[src/rtl/tlc_param_ctrl.sv]
// tlc_param_ctrl: highway/farm traffic-light controller with configurable dwells, pedestrian walk and input synchronisers
module tlc_param_ctrl #(
    parameter int CNT_W          = 8,
    parameter int HWY_MIN_GREEN  = 20,
    parameter int FARM_MIN_GREEN = 5,
    parameter int FARM_MAX_GREEN = 12,
    parameter int YELLOW_T       = 3,
    parameter int ALL_RED_T      = 1
) (
    input  logic       clk,
    input  logic       rst_n,
    input  logic       ena,
    input  logic       car_sense,
    input  logic       ped_req,
    output logic [2:0] light_highway,
    output logic [2:0] light_farm,
    output logic       ped_walk,
    output logic [2:0] state_o
);
    typedef enum logic [2:0] {
        HGRE  = 3'd0,
        HYEL  = 3'd1,
        ARED1 = 3'd2,
        FGRE  = 3'd3,
        FYEL  = 3'd4,
        ARED2 = 3'd5
    } state_t;
    localparam logic [CNT_W-1:0] HWY_LAST  = CNT_W'(HWY_MIN_GREEN - 1);
    localparam logic [CNT_W-1:0] FMIN_LAST = CNT_W'(FARM_MIN_GREEN - 1);
    localparam logic [CNT_W-1:0] FMAX_LAST = CNT_W'(FARM_MAX_GREEN - 1);
    localparam logic [CNT_W-1:0] YEL_LAST  = CNT_W'(YELLOW_T - 1);
    localparam logic [CNT_W-1:0] RED_LAST  = CNT_W'(ALL_RED_T - 1);
    state_t           state, state_nx;
    logic [CNT_W-1:0] timer, timer_nx;
    logic             car_q, car_s, ped_q, ped_s, ped_pending;
    always_ff @(posedge clk) begin
        if (!rst_n) begin
            state       <= HGRE;
            timer       <= '0;
            ped_pending <= 1'b0;
            car_q       <= 1'b0;
            car_s       <= 1'b0;
            ped_q       <= 1'b0;
            ped_s       <= 1'b0;
        end else begin
            car_q       <= car_sense;
            car_s       <= car_q;
            ped_q       <= ped_req;
            ped_s       <= ped_q;
            state       <= state_nx;
            timer       <= timer_nx;
            ped_pending <= (state_nx == FGRE && state != FGRE) ? 1'b0 :
                           (ped_s && state != FGRE) ? 1'b1 : ped_pending;
        end
    end
    // undefined codes fall to default and recover without waiting for ena
    always_comb begin
        state_nx = state;
        case (state)
            HGRE:  if (ena && timer >= HWY_LAST && (car_s || ped_pending)) state_nx = HYEL;
            HYEL:  if (ena && timer == YEL_LAST) state_nx = ARED1;
            ARED1: if (ena && timer == RED_LAST) state_nx = FGRE;
            FGRE:  if (ena && (timer == FMAX_LAST || (timer >= FMIN_LAST && !car_s))) state_nx = FYEL;
            FYEL:  if (ena && timer == YEL_LAST) state_nx = ARED2;
            ARED2: if (ena && timer == RED_LAST) state_nx = HGRE;
            default: state_nx = HGRE;
        endcase
    end
    assign timer_nx = (state_nx != state) ? '0 :
                      !ena ? timer :
                      (state == HGRE && timer >= HWY_LAST) ? timer : timer + 1'b1;
    assign light_highway = state == HGRE ? 3'b001 : state == HYEL ? 3'b010 : 3'b100;
    assign light_farm    = state == FGRE ? 3'b001 : state == FYEL ? 3'b010 : 3'b100;
    assign ped_walk      = state == FGRE;
    assign state_o       = state;
endmodule

[config.mk]
export PLATFORM = sky130hd
export DESIGN_NAME = tlc_param_ctrl
export DESIGN_NICKNAME = d
export VERILOG_FILES = /design/src/rtl/tlc_param_ctrl.sv
export SDC_FILE = /design/constraint.sdc
export NUM_CORES = 1
export LEC_CHECK = 0
export CAP_MARGIN = 40
export CORE_ASPECT_RATIO = 1.2
export CORE_UTILIZATION = 35
export CTS_BUF_LIST = sky130_fd_sc_hd__clkbuf_2 sky130_fd_sc_hd__clkbuf_4 sky130_fd_sc_hd__clkbuf_8
export CTS_CLUSTER_DIAMETER = 100
export DETAILED_ROUTE_END_ITERATION = 12
export PLACE_DENSITY = 0.54
export SKIP_LAST_GASP = 1
export SLEW_MARGIN = 20
export SYNTH_ARGS = -nofsm -noshare
export SYNTH_HDL_FRONTEND = slang
export SYNTH_SLANG_ARGS = --single-unit
[constraint.sdc]
create_clock -name clk -period 1.8 [get_ports clk]
set_input_delay 0.36 -clock clk [delete_from_list [all_inputs] [get_ports clk]]
set_output_delay 0.36 -clock clk [all_outputs]
set_load 0.005 [all_outputs]
# Yosys cells after proc, flatten, opt, wreduce, memory -nomap -nowiden
# Cells that the tools add are included.
# word_totals
latch_bits,0
word_cells,50
output_inout_bits,10
in_bits,5
register_bits,16
memories,0
ram_bits,0
rom_bits,0
# op_classes
n_div,0
bitwise_logic,2
magnitude_cmp,2
n_eq_ne,10
multipliers,0
shifts,0
reduce_logical,17
n_mux,11
add_sub_neg,1
# op_table
op,count
$mux W3,10
$pmux W3 S6,1
$eq A3 B2 Y1 const B,3
$logic_and A1 B1 Y1,9
$add A8 B1 Y8 const B,1
$eq A8 B2 Y1 const B,1
$eq A8 B4 Y1 const B,1
$ge A8 B3 Y1 const B,1
$ge A8 B5 Y1 const B,1
$logic_not A8 Y1,1
$eq A3 B3 Y1 const B,2
$reduce_or A2 Y1,2
$eq A3 B1 Y1 const B,1
$logic_not A3 Y1,1
$ne A3 B2 Y1 const B,1
$ne A3 B3 Y1,1
$logic_or A1 B1 Y1,2
$not A1 Y1,2
$reduce_and A2 Y1,1
$logic_not A1 Y1,1

# Logic depth before layout (Yosys ltp)
# Gate-level depths: netlist of the first run.
# depth
word_depth,9
depth_mapped,7
ltp_nobuf,7

# Least setup slack after synthesis of the first run
# No wires, ideal clock.
# synth_path
path_type,reg2reg
startpoint,register timer[5]
endpoint,"register state[1], in the netlist state_o[1]"
path_buffers,0
stages_incl_launch_ff,5
setup_slack_ps,131
arrival_time_ps,1581
period_less_slack_ps,1669
setup_ps,88
cell_sequence,dfxtp_1 or3_4 or4_1 and3_4 a311oi_2
# synth_via
elab_chain_len,6
word_cells_on_any_way,19
cone_classes,order compare (2); eq/ne (2); mux (7); reduce/logical (8)
# synth_rtl
element,line,text
"start, declared",34,"logic [CNT_W-1:0] timer, timer_nx;"
"start signal, assigned",51,timer <= timer_nx;
$ge A8 B3 Y1,63,FGRE: if (ena && (timer == FMAX_LAST || (timer >= FMIN_LAST && !car_s))) state_nx = FYEL;
$logic_and A1 B1 Y1,63,
$logic_or A1 B1 Y1,63,
$logic_and A1 B1 Y1,63,
$mux W3,63,
$pmux W3 S6 *,59,case (state)
"end signal, assigned",50,state <= state_nx;
"end, declared",33,"state_t state, state_nx;"
# Mark *: on every way between the ends. The rest lies on a longest branch, timed or not.
# A chain may end at the register's enable or synchronous reset.

# Final worst setup path of the first run
# layout_path
startpoint,input port ena
endpoint,register timer[1]
# layout_via
elab_chain_len,6
word_cells_on_any_way,15
cone_classes,eq/ne (1); mux (7); reduce/logical (7)
# layout_rtl
element,line,text
"start, declared",12,"input logic ena,"
$logic_and A1 B1 Y1 (2 in a row),60,HGRE: if (ena && timer >= HWY_LAST && (car_s || ped_pending)) state_nx = HYEL;
$mux W3,60,
$pmux W3 S6,59,
$ne A3 B3 Y1,69,assign timer_nx = (state_nx != state) ? '0 :
$reduce_or A2 Y1 (no source line),--,
# Parallel ways exist; a longest one is shown, timed or not.

==> flow_summary.ini, run 1 <==
[status]
outcome = complete, but fails checks
violations = negative setup slack

[power]
ir_drop_mv = 0.4109
cellLeakagePower_nw = 0.5698
p_per_area_nw_per_um2 = 520.3

[cts]
cts_htree_levels = 1
cts_tree = yes
cts_root_buf = clkbuf_4
cts-buffers-inserted = 3
cts_hold_buf = 0
cts.sinks = 16
clock_latency_ps = 290
cts.clk_slew.worst_paths_ps = 100
clockBufferDepth = 2

[setup_path]
critPathTopFamily = simple AND/OR/NAND/NOR gates
cp-start-kind = input pin
required_ps = 1980
cp_slowest_cell = or4b_4
cp_num_buf_inv = 2
cpPeakStageDelay_ps = 520
path_cells = clkdlybuf4s50_1 -> or4b_4 -> nor2_4 -> buf_4 -> a31oi_1 -> nand4_4 -> nor2_1
crit_type = in -> reg
path_max_fanout = 8
cp-end-kind = flip-flop
arrival_ps = 1980

[placement]
io_buffers = 14
place_area_um2 = 1214
dp_hpwl_um = 1667
placed_cells = 165
place_congestion = 0.8442
pre_cts_slack_ps = -284.2

[yosys]
netlist_area_um2 = 935.9
synth_edf_count = 0
yosys_warnings = 0
synth_seq_cells = 16
yosys.area.top_type = dfxtp_1
synth_commonest_cells = 16 x dfxtp_1, 16 x nor2_1, 9 x inv_1
synth.area.top_cells = dfxtp_1 34%, nor2_1 6.4%, xnor2_1 5.6%
yosysSeqAreaShare = 0.3422
async_flop_share = 0
synthCells = 106
syn-num-nets = 114
synth_top_area_share = 0.3422
synthFlopType = dfxtp_1
syn_avg_cell_area_um2 = 8.829
yosysUniqueCellTypes = 41

[timing]
drv_slew = 0
hold_viol = 0
rsz0062_at_grt = yes
fin_tns_setup_ps = -2.665
worst_pin_slew_ps = 437.0
max_slew_margin = 0.7074
period_needed_ps = 1803
finClkSkew_ps = 8.434
fmax_mhz = 554.7
finalCritPeriodShare = 1.001
setup_slack_ps = -2.665
setup_violations = 1

[grt]
grt_pass1_wl_um = 3608
grt_pass1_vias = 835
grt-ovfl-total = 0
antenna_found_initial = 0
grt_usage = 0.1686
grt_max_degree = 11

[hold_path]
worstHoldPathType = reg -> reg

[final_layout]
design_area_um2 = 1370
drive_gt1_frac = 0.4196
antenna_cells = 0
final_nets = 152
area_growth_pct = 46.39
layout.cells.non_filler = 176

[drt]
wirelength_um = 2342
vias_per_cell = 5.028
num_vias = 885
first_iter_violations = 20
drc = 0
ant_nets = 0
routedWlPerCell_um = 13.31
firstDrtPassIters = 5

[floorplanning]
ios = 15
fp.dieH_um = 58.65
core_area_um2 = 2527
die_area_um2 = 2886
initial_utilization = 0.3703
die_w_um = 49.21
num_rows = 20

[job]
cap_violations = 0
[area by class of cell]
class                      count  area (µm²)
clock buffer                   4       36.28
fill                         229        1157
inverter                       9       33.78
multi-input combinational     77       621.8
sequential                    16       332.8
tap                           33       41.29
timing repair buffer          37       304.0
[metrics by stage]
step	util	power [W]	hold slack [ps]
after floorplan	-	0.0004351	411.8
after global placement	0.4802	0.0004726	414.4
after detailed placement	0.4802	0.0004734	419.6
after CTS	0.5109	0.0007180	446.9
after global routing	0.5421	0.0007463	455.7
final	0.5421	0.0007129	445.1
[power by group]
part           total (W)  switching, W  internal, W  leakage, nW
clock network   0.000243      0.000119     0.000123       0.0210
registers       0.000372    0.00000911     0.000363        0.134
logic          0.0000986     0.0000487    0.0000499        0.415
total           0.000713      0.000177     0.000536        0.570
[cell families after synthesis]
group / Yosys count / synth area share
flops: 16 / 0.3422
compound gates: 15 / 0.1510
fa+ha+maj: 3 / 0.04011
xor+xnor: 7 / 0.06551
buf+inv: 13 / 0.06148
simple gates: 50 / 0.3182
mux: 2 / 0.02139
[path summary, 6_finish.rpt]
kind                              start                     to  cells past startpoint  slack (ps)
setup / recovery                    ena  timer[1]$_SDFFE_PP0P_                      7          -3
hold / removal         ped_q$_SDFF_PN0_       ped_s$_SDFF_PN0_                      1         450
setup reg to reg  timer[5]$_SDFFE_PP0P_  timer[1]$_SDFFE_PP0P_                      5          40
hold reg to reg        ped_q$_SDFF_PN0_       ped_s$_SDFF_PN0_                      1         450
[worst register-to-register path, stage by stage, from the launching register on]
cell and delay (ps):
dfxtp_2 330, or3_4 410, or4_4 440, nand4_1 190
nand4_4 190, nor2_1 140
[what timing repair did]
item / CTS / global route
resized for setup: 13 / 22
endpoints found under the hold margin: 0 / 0
cloned: 0 / 0
pin swaps: 0 / 15
setup buffers: 4 / 3
setup endpoints to repair: 7 / 16
[flip-flops by register name, indices dropped and copies added (netlist names)]
| signal | flops |
|---|---|
| ped_q | 1 |
| car_q | 1 |
| timer | 8 |
| car_s | 1 |
| ped_s | 1 |
| state_o | 3 |
| ped_pending | 1 |
[metal layers]
layer	vias to the layer above	GRT usage	wire length, µm
met5	-	0	0
met4	0	0.1008	38
met3	4	0.02326	56
met2	16	0.2896	1221
met1	421	0.1997	1026
li1	444	-	-
[layout by cell type, fill, tap and decap left out, types with 3 or more instances in the layout]
| master | n |
|---|---|
| buf_4 | 23 |
| nor2_1 | 14 |
| dfxtp_1 | 10 |
| inv_1 | 7 |
| clkdlybuf4s50_1 | 7 |
| xnor2_1 | 6 |
| nand3_1 | 5 |
| nand2_1 | 4 |
| and2_1 | 4 |
| dfxtp_2 | 4 |
| clkbuf_4 | 3 |
| dlygate4sd2_1 | 3 |
No activity file was read; power rests on OpenSTA's default activity.
==> run 2: changes to the inputs <==
--- a/config.mk
+++ b/config.mk
@@ -11,7 +11,7 @@
 export CTS_BUF_LIST = sky130_fd_sc_hd__clkbuf_2 sky130_fd_sc_hd__clkbuf_4 sky130_fd_sc_hd__clkbuf_8
 export CTS_CLUSTER_DIAMETER = 100
 export DETAILED_ROUTE_END_ITERATION = 12
-export PLACE_DENSITY = 0.54
+export PLACE_DENSITY = 0.52
 export SKIP_LAST_GASP = 1
 export SLEW_MARGIN = 20
 export SYNTH_ARGS = -nofsm -noshare
==> constraint.sdc (replaced) <==
create_clock -name clk -period 2.3 [get_ports clk]
set_input_delay 0.46 -clock clk [delete_from_list [all_inputs] [get_ports clk]]
set_output_delay 0.46 -clock clk [all_outputs]
set_load 0.005 [all_outputs]
==> flow_summary.ini, run 2 (synthesized netlist as in run 1, its figures left out) <==
[status]
outcome = finished, final reports clean

[drt]
num_vias = 794
drc = 0
routedWlPerCell_um = 12.38
wirelength_um = 1943
firstDrtPassIters = 4
first_iter_violations = 14
ant_nets = 0
vias_per_cell = 5.057

[final_layout]
fillers = 250
seqCellArea_um2 = 322.8
area_growth_pct = 24.20
largest_reg_flops = 8
drive_gt1_frac = 0.1774
layout_common_cells = 16 x nor2_1, 14 x dfxtp_1, 14 x clkdlybuf4s50_1, 9 x inv_1, 6 x xnor2_1
final_util = 0.4599
regMostFlops = timer
antenna_cells = 0
multi_input_area_um2 = 558.0
final_nets = 133
final_common_cell = nor2_1
layout.cells.non_filler = 157

[setup_path]
cp_slowest_cell = clkdlybuf4s50_1
cp-start-kind = flip-flop
required_ps = 1840
cp_num_buf_inv = 2
cp-end-kind = primary output
critPathTopFamily = buffers and inverters
crit_type = reg -> out
path_cells = or3_1 -> inv_1 -> clkdlybuf4s50_1
path_max_fanout = 10
cpPeakStageDelay_ps = 500
arrival_ps = 1730

[grt]
antenna_found_initial = 0
grt-ovfl-total = 0
grt_max_degree = 11
grt_usage = 0.1530
grt_pass1_vias = 751
grt_pass1_wl_um = 3353

[cts]
cts.sinks = 16
cts_hold_buf = 0
cts_root_buf = clkbuf_4
cts_setup_buffers = 0
cts-buffers-inserted = 3
cts_htree_levels = 1
cts_resized = 0
clockBufferDepth = 2
cts_tree = yes
clock_latency_ps = 280
cts.clk_slew.worst_paths_ps = 90

[timing]
period_needed_ps = 2187
drv_slew = 0
max_slew_margin = 0.7304
setup_violations = 0
fmax_mhz = 457.2
worst_pin_slew_ps = 402.6
hold_viol = 0
setup_slack_ps = 112.6
finClkSkew_ps = 0.3572
rsz0062_at_grt = no
finalCritPeriodShare = 0.9511
fin_tns_setup_ps = 0

[power]
cellLeakagePower_nw = 0.4293
ir_drop_mv = 0.2982
p_total_w = 0.0005405
p_per_area_nw_per_um2 = 465.0

[placement]
place_congestion = 0.7839
placed_cells = 153
pre_cts_slack_ps = 83.06
io_buffers = 14
dp_hpwl_um = 1538

[job]
cap_violations = 0

[floorplanning]
die_area_um2 = 2886
fp.dieH_um = 58.65
die_w_um = 49.21
core_area_um2 = 2527
initial_utilization = 0.3703
num_rows = 20
ios = 15

[hold_path]
worstHoldPathType = reg -> reg
==> run 2: through the flow <==
step	hold slack [ps]	instance area [µm²]
final	440.0	1162
after global placement	419.0	1124
after CTS	444.1	1160
after detailed placement	425.3	1124
after floorplan	411.8	935.9
after global routing	452.7	1162
==> run 2: layout make-up <==
class | instances | area share
Multi-Input combinational cell | 77 | 0.4801
Sequential cell | 16 | 0.2777
Timing Repair Buffer | 18 | 0.1464
Tap cell | 33 | 0.03552
Clock buffer | 4 | 0.03122
Inverter | 9 | 0.02906
==> run 2: final timing paths <==
path                                             from                    end  slack [ps]  cells past startpoint
worst min register to register       ped_q$_SDFF_PN0_       ped_s$_SDFF_PN0_         440                      1
worst min-delay path                 ped_q$_SDFF_PN0_       ped_s$_SDFF_PN0_         440                      1
worst max-delay path            state_o[2]$_SDFF_PN0_       light_highway[0]         110                      3
worst max register to register  state_o[1]$_SDFF_PN0_  timer[5]$_SDFFE_PP0P_         420                      6
==> run 2: layer usage <==
| layer | up-vias | wire length [µm] | global-route usage |
|---|---|---|---|
| li1 | 407 | - | - |
| met3 | 2 | 42 | 0.01809 |
| met4 | 0 | 21 | 0.1134 |
| met1 | 372 | 943 | 0.2066 |
| met2 | 13 | 935 | 0.2231 |
| met5 | - | 0 | 0 |
==> run 2: power breakdown <==
part           leakage (nW)  switching (W)  internal [W]
Combinational         0.277      0.0000330     0.0000337
Clock                0.0210      0.0000846     0.0000963
Sequential            0.131     0.00000729      0.000286
==> run 3: changes to the inputs <==
--- a/config.mk
+++ b/config.mk
@@ -7,8 +7,8 @@
 export LEC_CHECK = 0
 export CAP_MARGIN = 40
 export CORE_ASPECT_RATIO = 1.2
+export CORE_MARGIN = 5
 export CORE_UTILIZATION = 35
-export CTS_BUF_LIST = sky130_fd_sc_hd__clkbuf_2 sky130_fd_sc_hd__clkbuf_4 sky130_fd_sc_hd__clkbuf_8
 export CTS_CLUSTER_DIAMETER = 100
 export DETAILED_ROUTE_END_ITERATION = 12
 export PLACE_DENSITY = 0.52
==> flow_summary.ini, run 3 (synthesized netlist as in run 1, its figures left out) <==
[power]
p_int_w = 0.0004140
p_sw_w = 0.0001317
p_per_area_nw_per_um2 = 474.1
pwr-share-seq = 0.537
switching_share = 0.2413
power_frac_comb = 0.120
cellLeakagePower_nw = 0.4192
ir_drop_mv = 0.2669
p_clk_frac = 0.343

[floorplanning]
die_w_um = 57.21
core_area_um2 = 2552
fp.dieH_um = 66.65
num_rows = 20
initial_utilization = 0.3667
die_area_um2 = 3812
ios = 15

[timing]
setup_violations = 0
period_needed_ps = 2198
drv_slew = 0
finalCritPeriodShare = 0.9556
worst_pin_slew_ps = 420.1
fin_tns_setup_ps = 0
fmax_mhz = 455.0
rsz0062_at_grt = no
max_slew_margin = 0.7187
finClkSkew_ps = 8.678
hold_viol = 0

[cts]
cts_hold_buf = 0
cts_htree_levels = 1
clock_latency_ps = 290
cts.clk_slew.worst_paths_ps = 100
cts_root_buf = clkbuf_4
clockBufferDepth = 2
cts-buffers-inserted = 3
cts_setup_buffers = 0
cts_tree = yes
cts.sinks = 16

[drt]
firstDrtPassIters = 4
first_iter_violations = 18
num_vias = 775
routedWlPerCell_um = 13.02
vias_per_cell = 5.000
wirelength_um = 2018
ant_nets = 0
drc = 0

[final_layout]
layout_common_cells = 16 x nor2_1, 14 x clkdlybuf4s50_1, 13 x dfxtp_1, 9 x inv_1, 6 x xnor2_1
area_growth_pct = 22.99
largest_reg_flops = 8
final_common_cell = nor2_1
antenna_cells = 0
final_nets = 131
drive_gt1_frac = 0.1721
final_util = 0.4510
regMostFlops = timer

[grt]
grt_max_degree = 15
grt_pass1_vias = 770
antenna_found_initial = 0
grt_usage = 0.1200
grt-ovfl-total = 0
grt_pass1_wl_um = 3601

[job]
cap_violations = 0

[hold_path]
worstHoldPathType = reg -> reg

[setup_path]
cp-end-kind = primary output
path_max_fanout = 13
cpPeakStageDelay_ps = 510
arrival_ps = 1740
crit_type = reg -> out
cp-start-kind = flip-flop
path_cells = or3_1 -> inv_1 -> clkdlybuf4s50_1
cp_slowest_cell = clkdlybuf4s50_1
required_ps = 1840

[placement]
io_buffers = 14
dp_hpwl_um = 1589
place_congestion = 0.8062

[status]
outcome = finished, final reports clean
-- run 3: timing repair --
item | CTS | global route
pin swaps | 0 | 0
endpoints found under the setup margin | 4 | 4
gates resized for setup | 1 | 3
-- run 3: worst max-delay path: cells and delay by family, from the launching register on --
family                 cells  cell delay [ps]
buffers and inverters      2              630
flip-flops                 1              410
AND/OR/NAND/NOR            1              410
-- run 3: final cells by class --
| type | count | area [µm²] |
|---|---|---|
| well taps | 33 | 41.29 |
| repair buffers | 16 | 155.1 |
| clock buffers | 4 | 36.28 |
| fillers | 290 | 1401 |
| inverters | 9 | 33.78 |
| flip-flops and latches | 16 | 326.6 |
| multi-input cells | 77 | 558.0 |
-- run 3: final timing paths --
check,end,slack (ps),cells past startpoint,startpoint
worst max-delay path,light_highway[0],100,3,state_o[1]$_SDFF_PN0_
worst min-delay path,ped_s$_SDFF_PN0_,440,1,ped_q$_SDFF_PN0_
worst max register to register,timer[4]$_SDFFE_PP0P_,480,5,timer[5]$_SDFFE_PP0P_
worst min register to register,ped_s$_SDFF_PN0_,440,1,ped_q$_SDFF_PN0_
-- run 3: through the flow --
step                      cells  setup WS (ps)  power [W]  hold slack [ps]  area, µm²
after floorplan             106          631.1  0.0003405            411.8      935.9
after CTS                   155          31.70  0.0005558            448.0       1146
final                       155          102.1  0.0005457            441.5       1151
after detailed placement    151          120.5  0.0003656            424.2       1109
after global placement      151          110.3  0.0003655            415.3       1109
after global routing        155          13.59  0.0005807            470.6       1151
-- run 3: power groups by stage --
stage                     Combinational [W]  Clock, W  Sequential (W)
after floorplan                   0.0000440         0        0.000296
after global placement            0.0000651         0        0.000300
after detailed placement          0.0000651         0        0.000300
after CTS                         0.0000659  0.000196        0.000294
after global routing              0.0000727  0.000213        0.000295
final                             0.0000653  0.000187        0.000293
-- run 3: layer usage --
metal / track usage / vias up / routed length (µm)
li1: - / 403 / -
met1: 0.1618 / 358 / 1014
met2: 0.1929 / 12 / 929
met3: 0.02326 / 2 / 59
met4: 0.03478 / 0 / 14
met5: 0 / - / 0
